[config.mk]
export PLATFORM = sky130hd
export DESIGN_NAME = counter_sequencer
export DESIGN_NICKNAME = d
export VERILOG_FILES = /design/src/rtl/counter_pkg.sv /design/src/rtl/btn_debounce.sv /design/src/rtl/counter_sequencer.sv
export SDC_FILE = /design/constraint.sdc
export NUM_CORES = 1
export LEC_CHECK = 0
export CAP_MARGIN = 20
export CELL_PAD_IN_SITES_DETAIL_PLACEMENT = 0
export CELL_PAD_IN_SITES_GLOBAL_PLACEMENT = 1
export CORE_MARGIN = 5
export CORE_UTILIZATION = 42
export CTS_CLUSTER_SIZE = 20
export DETAILED_ROUTE_END_ITERATION = 10
export PLACE_DENSITY_LB_ADDON = 0.1
export SLEW_MARGIN = 40
export SYNTH_ARGS = -nofsm -noshare
export SYNTH_HDL_FRONTEND = slang
export SYNTH_SLANG_ARGS = --single-unit
export TNS_END_PERCENT = 10
[constraint.sdc]
create_clock -name clk -period 2.2 [get_ports clk]
set_clock_uncertainty 0.2 [all_clocks]
set_input_delay 0.22 -clock clk [delete_from_list [all_inputs] [get_ports clk]]
set_output_delay 0.22 -clock clk [all_outputs]
set_load 0.01 [all_outputs]
[src/rtl/counter_pkg.sv]
// Shared definitions for the counter sequencer: mode-machine encoding and
// button synchronizer depth.
package counter_pkg;

  typedef enum logic [1:0] {
    ST_IDLE   = 2'b00,
    ST_CONFIG = 2'b01,
    ST_RUN    = 2'b10,
    ST_HOLD   = 2'b11
  } state_t;

  localparam int SYNC_STAGES = 2;

endpackage

[src/rtl/btn_debounce.sv]
// Push-button conditioner: synchronizer, stability counter and a one-cycle
// pulse on each accepted press (releases are not reported).
module btn_debounce
  import counter_pkg::*;
#(
  parameter int DEBOUNCE_CYCLES = 4
) (
  input  logic clk,
  input  logic reset,
  input  logic raw,
  output logic level,
  output logic press
);

  localparam int CNT_W = (DEBOUNCE_CYCLES > 1) ? $clog2(DEBOUNCE_CYCLES) : 1;
  localparam logic [CNT_W-1:0] CNT_LAST = CNT_W'(DEBOUNCE_CYCLES - 1);

  logic [SYNC_STAGES-1:0] sync_reg;
  logic [CNT_W-1:0]       cnt_reg;
  logic                   level_reg;
  logic                   level_prev_reg;

  always_ff @(posedge clk) begin
    if (reset) begin
      sync_reg       <= '0;
      cnt_reg        <= '0;
      level_reg      <= 1'b0;
      level_prev_reg <= 1'b0;
    end else begin
      sync_reg       <= {sync_reg[SYNC_STAGES-2:0], raw};
      level_prev_reg <= level_reg;
      // The flip happens on the edge where the count would reach DEBOUNCE_CYCLES.
      if (sync_reg[SYNC_STAGES-1] == level_reg) begin
        cnt_reg <= '0;
      end else if (cnt_reg == CNT_LAST) begin
        cnt_reg   <= '0;
        level_reg <= ~level_reg;
      end else begin
        cnt_reg <= cnt_reg + CNT_W'(1);
      end
    end
  end

  assign level = level_reg;
  assign press = level_reg & ~level_prev_reg;

endmodule

[src/rtl/counter_sequencer.sv]
// Single-clock control for the modulo counter: two debounced buttons drive
// an idle/configure/run/hold machine that steps a counter with a wrap pulse.
module counter_sequencer
  import counter_pkg::*;
#(
  parameter int WIDTH           = 3,
  parameter int DEBOUNCE_CYCLES = 4,
  parameter int DEFAULT_MOD     = 6
) (
  input  logic             clk,
  input  logic             reset,
  input  logic             btn_step,
  input  logic             btn_mode,
  input  logic [WIDTH-1:0] mod_in,
  output logic [WIDTH-1:0] count,
  output logic             wrap,
  output logic [1:0]       state
);

  localparam logic [WIDTH-1:0] TERM_RESET = WIDTH'(DEFAULT_MOD - 1);

  // Bit 0 is the step button, bit 1 the mode button.
  logic [1:0] raw_btn;
  logic [1:0] press_vec;
  logic [1:0] level_unused;

  assign raw_btn = {btn_mode, btn_step};

  genvar gi;
  generate
    for (gi = 0; gi < 2; gi++) begin : g_btn
      btn_debounce #(
        .DEBOUNCE_CYCLES(DEBOUNCE_CYCLES)
      ) u_debounce (
        .clk  (clk),
        .reset(reset),
        .raw  (raw_btn[gi]),
        .level(level_unused[gi]),
        .press(press_vec[gi])
      );
    end
  endgenerate

  logic step_press;
  logic mode_press;
  assign step_press = press_vec[0];
  assign mode_press = press_vec[1];

  state_t           state_reg, state_next;
  logic [WIDTH-1:0] count_reg, count_next;
  logic [WIDTH-1:0] term_reg, term_next;
  logic             wrap_reg, wrap_next;

  always_ff @(posedge clk) begin
    if (reset) begin
      state_reg <= ST_IDLE;
      count_reg <= '0;
      term_reg  <= TERM_RESET;
      wrap_reg  <= 1'b0;
    end else begin
      state_reg <= state_next;
      count_reg <= count_next;
      term_reg  <= term_next;
      wrap_reg  <= wrap_next;
    end
  end

  always_comb begin
    state_next = state_reg;
    count_next = count_reg;
    term_next  = term_reg;
    wrap_next  = 1'b0;
    // Simultaneous presses act as an abort from any state.
    if (step_press && mode_press) begin
      state_next = ST_IDLE;
      count_next = '0;
    end else begin
      case (state_reg)
        ST_IDLE: begin
          count_next = '0;
          if (mode_press) state_next = ST_CONFIG;
        end
        ST_CONFIG: begin
          count_next = '0;
          if (mode_press) begin
            state_next = ST_RUN;
            // A modulus of 0 or 1 selects the full 2^WIDTH range.
            term_next  = (mod_in <= WIDTH'(1)) ? '1 : mod_in - WIDTH'(1);
          end
        end
        ST_RUN: begin
          if (mode_press) begin
            state_next = ST_HOLD;
          end else if (step_press) begin
            if (count_reg == term_reg) begin
              count_next = '0;
              wrap_next  = 1'b1;
            end else begin
              count_next = count_reg + WIDTH'(1);
            end
          end
        end
        ST_HOLD: begin
          if (mode_press) state_next = ST_RUN;
        end
        default: state_next = ST_IDLE;
      endcase
    end
  end

  assign count = count_reg;
  assign wrap  = wrap_reg;
  assign state = state_reg;

endmodule

Word-level counts from Yosys, hierarchy flattened. Index checks and enable logic that the tools add are counted.

Flip-flop bits (word level): 21. Latch bits: 0. Bits in writable memories: 0. Memory bits (read-only): 0. Input port bits: 7. Output and inout port bits: 6. Logic and storage cells: 65. Memories kept: 0.

Add/subtract/negate cells: 4. Multipliers: 0. Div/mod/pow operators: 0. Order comparisons: 1. Equality and inequality tests: 13. Shifts and indexed selects: 0. Muxes and demuxes: 10. Bitwise gates (word level): 11. Reductions and logical operators: 14.

Operator list (number): $mux 3 (4); $not 1->1 (9); $reduce_and 3->1 (3); $eq 2x2->1 const B (4); $ne 2x2->1 const B (4); $mux 2 (3); $pmux 2 s3 (1); $pmux 3 s2 (1); $reduce_or 2->1 (3); $reduce_or 3->1 (2); $reduce_or 5->1 (1); $add 2x1->2 const B (2); $reduce_and 2->1 (2); $add 3x1->3 const B (1); $eq 3x3->1 (1); $le 3x1->1 const B (1); $sub 3x1->3 const B (1); $and 1x1->1 (2); $eq 1x1->1 (2); $eq 2x1->1 const B (1); $logic_not 2->1 (1); $ne 2x1->1 const B (1); $reduce_bool 2->1 (1); $logic_and 1x1->1 (1); $mux 1 (1).

Longest topological paths before layout.
Depth after elaboration: 5. Gate-level depth with buffers: 5. Gate-level depth less buffers: 5.

By module. Synthesis repeated with hierarchy kept, for this count alone.

Cells, all modules: 82. Area, all modules: 865.8 sq um.

Modules (own cells, without submodules): counter_sequencer (times used 1, cells an instance 50, area an instance 462.9 sq um, seq. area each 180.2 sq um); btn_debounce (times used 2, cells an instance 16, area an instance 201.4 sq um, seq. area each 120.1 sq um).

Least setup slack after synthesis. Ideal clock, no wire load.

Kind: register to register. Start: register count_reg[0] (netlist: count[0]). End: register count_reg[2] (netlist: count[2]). Setup time: 128 ps. Arrival time: 1000 ps. Required time: 1872 ps. Path slack: 871 ps. Stages on the path, launching flop included: 5. Path buffers: 0. Period minus slack after synthesis: 1329 ps. Cell sequence: dfxtp_1 > ha_1 > nor2b_1 > a311oi_1 > a211oi_1.

Longest elaborated chain between the ends: 5. Elaborated cells between the ends (all ways): 6. Classes of those cells: add/sub (1); eq/ne (1); mux (4).

RTL lines: start: declaration (RTL line counter_sequencer.sv:50) `logic [WIDTH-1:0] count_reg, count_next;`; start signal: assignment (RTL line counter_sequencer.sv:62) `count_reg <= count_next;`; $add 3x1->3 or $eq 3x3->1 (tied branches) (RTL line counter_sequencer.sv:99, counter_sequencer.sv:95); $mux 3 * (RTL line counter_sequencer.sv:95) `if (count_reg == term_reg) begin`; $mux 3 * (RTL line counter_sequencer.sv:94) `end else if (step_press) begin`; $mux 3 * (RTL line counter_sequencer.sv:92) `if (mode_press) begin`; $pmux 3 s2 * (RTL line counter_sequencer.sv:78) `case (state_reg)`.

Mark *: on every way between the ends. The rest lies on a longest branch, timed or not. The select of a mux whose other input is x is not followed. A chain may end at the register's enable or synchronous reset.

Worst setup path in the final report.
Start: register state_reg[0] (netlist: state[0]). End: output state[0].

RTL lines: start: declaration (RTL line counter_sequencer.sv:49) `state_t state_reg, state_next;`; start signal: assignment (RTL line counter_sequencer.sv:61) `state_reg <= state_next;`; end: declaration (RTL line counter_sequencer.sv:17) `output logic [1:0] state`.

No word-level cell between the ends.

==> results.json <==
{
  "drv_cap": 0,
  "route.met3.wl_um": 71,
  "met1_length_um": 691,
  "hp-class": "register to register",
  "n_antenna_cell": 0,
  "drive_gt1_share_pct": 7.27,
  "drc": 0,
  "crit_type": "register to output port",
  "vias": 674,
  "cts_tree": "built",
  "yosysUniqueCellTypes": 30,
  "cpLargestDelayFamily": "buffers and inverters",
  "core_sq_um": 2000,
  "multi_input_area_sq_um": 450,
  "wl_um": 1470,
  "dp_hpwl_um": 1180,
  "fin_crit_sh_pct": 84.0,
  "rsz0062_at_grt": "no",
  "cts_root_buf": "clkbuf_4",
  "crit_path_start_kind": "register",
  "n_fill_cell": 202,
  "overflow": 0,
  "crit_arrival_ns": 1.43,
  "static-leakage-power_nw": 0.412,
  "grt_pass1_wl_um": 2800,
  "antenna_found_initial": 0,
  "area_growth_pct": 21.8,
  "cpPeakStageDelay_ns": 0.61,
  "endpoint_kind": "output port",
  "start_util_pct": 44.8,
  "num_rows": 16,
  "clk_pin_slew_ns": 0.12,
  "drtIter0Drc": 6,
  "utilization_pct": 54.6,
  "ys_seq_area_share_pct": 46.9,
  "antenna_left": 0,
  "post_cts_resized": 0,
  "crit_path_max_fanout": 9,
  "fin_setup_tns_ns": 0,
  "required_ns": 1.78,
  "clock-sinks": 21,
  "fin_crit_ns": 1.85,
  "grt_start_max_net_pins": 14,
  "wl_per_cell_um": 10.7,
  "layout.cells.non_filler": 137,
  "path_cells": "clkdlybuf4s50_1",
  "post-route-cell-area_sq_um": 1090,
  "die_area_sq_um": 3160,
  "relSlewSlack_pct": 74.2,
  "dpl.cell_count": 133,
  "p_total_mw": 0.604,
  "fin_nets": 122,
  "seq_area_sq_um": 420,
  "postCtsSetupRepairBufs": 0,
  "syn_inst": 93,
  "vias_per_cell": 4.92,
  "die_height_um": 56.2,
  "cts_buffer_depth": 2,
  "io_buffers": 12,
  "final_hold_viol_count": 0,
  "syn-num-nets": 104,
  "fmax_mhz": 541,
  "power.density_nw_per_um2": 553,
  "top_layer": "met4",
  "status": "finished, final reports clean",
  "die_x_um": 56.2,
  "synth.cell_area_sq_um": 897,
  "grt_pass1_vias": 678,
  "cts.htree.levels": 1,
  "crit_path_top_delay_cell": "clkdlybuf4s50_1",
  "ir_drop_mv": 0.342,
  "tightest_slew_ns": 0.386,
  "routabilityCongestion": 0.710,
  "wl_met2_um": 697,
  "track_usage_pct": 11.1,
  "first_pass_iters": 2,
  "drv_slew": 0,
  "path_buf_inv": 1,
  "synth_seq_cells": 21,
  "cts_buffers": 3,
  "yosys_warnings": 0,
  "post_dp_cell_area_sq_um": 1060,
  "postCtsHoldBufs": 0,
  "pin_count": 13,
  "synth.avg_cell_area_sq_um": 9.65,
  "clock_latency_ns": 0.30,
  "setup_viol": 0
}
## cells by family after synthesis
logic type,after synthesis,synth area share [%]
xor gates and xnor gates,5,4.88
DFF,21,46.9
adders and majority gates,4,5.58
and+or+nand+nor,36,25.0
AOI/OAI and AO/OA,18,12.6
buffers and inverters,7,2.93
muxes,2,2.23
## report_power, final
group          total, mW  switching, mW  internal (mW)
clock              0.187          0.118         0.0691
sequential         0.386        0.00173          0.385
combinational     0.0300         0.0116         0.0184
## final cells by class
cell class / instances / share of cell area (%)
Multi-Input combinational cell: 65 / 41.2
Sequential cell: 21 / 38.5
Timing Repair Buffer: 14 / 12.4
Tap cell: 27 / 3.09
Clock buffer: 3 / 2.06
Inverter: 6 / 2.06
Clock inverter: 1 / 0.687
## synthesized netlist by cell type (all sizes together)
master	count	area share (%)
nor3	5	3.3
nor2b	8	5.6
o21ai	6	3.3
and3	1	0.70
o32ai	1	0.98
and4bb	1	1.4
o31ai	2	1.7
o22ai	1	0.70
nand4	1	0.70
a21oi	4	2.2
or3	3	2.1
nor3b	1	1.4
a211oi	2	1.7
nor2	6	2.5
ha	4	5.6
o311ai	1	0.98
nand4bb	1	1.3
dfxtp	21	47
xor2	3	2.9
and2b	2	1.7
nand2b	3	2.1
nand2	3	1.3
a311oi	1	0.98
inv	6	2.5
mux2i	2	2.2
nand4b	1	0.98
xnor2	2	2.0
clkbuf	1	0.42
## layout by cell type (no fill, tap or decap), types with 2 or more instances in the layout
cell and instances:
ha_1 4, o21ai_1 2, xor2_1 3, nor3_1 4
xnor2_1 2, buf_4 2, clkdlybuf4s50_1 12, nor2_1 6
nand2b_1 3, nor2b_1 8, clkbuf_4 3, a211oi_1 2
or3_1 3, a21oi_1 4, o31ai_1 2, and2b_1 2
inv_1 6, dfxtp_1 21, mux2i_1 2, nand2_1 3
o21ai_0 4
## through the flow
stage | hold WS [ns] | setup WS [ns]
after floorplan | 0.0916 | 0.871
final | 0.227 | 0.351
after detailed placement | 0.216 | 0.514
after global placement | 0.205 | 0.549
after CTS | 0.233 | 0.318
after global routing | 0.248 | 0.266
## layer usage
layer	GRT usage (%)	vias up
li1	-	366
met1	12.6	296
met2	19.0	10
met3	2.55	2
met4	6.10	0
met5	0	-
## path summary, 6_finish.rpt
check	start	slack (ns)	endpoint	cells after the start
worst min register to register	g_btn[1].u_debounce.cnt_reg[0]	0.23	g_btn[1].u_debounce.cnt_reg[0]	1
worst min-delay path	g_btn[1].u_debounce.cnt_reg[0]	0.23	g_btn[1].u_debounce.cnt_reg[0]	1
worst max register to register	count[0]	0.82	count[2]	4
worst max-delay path	state[0]	0.35	state[0]	1
(Power assumes the default switching activity.)
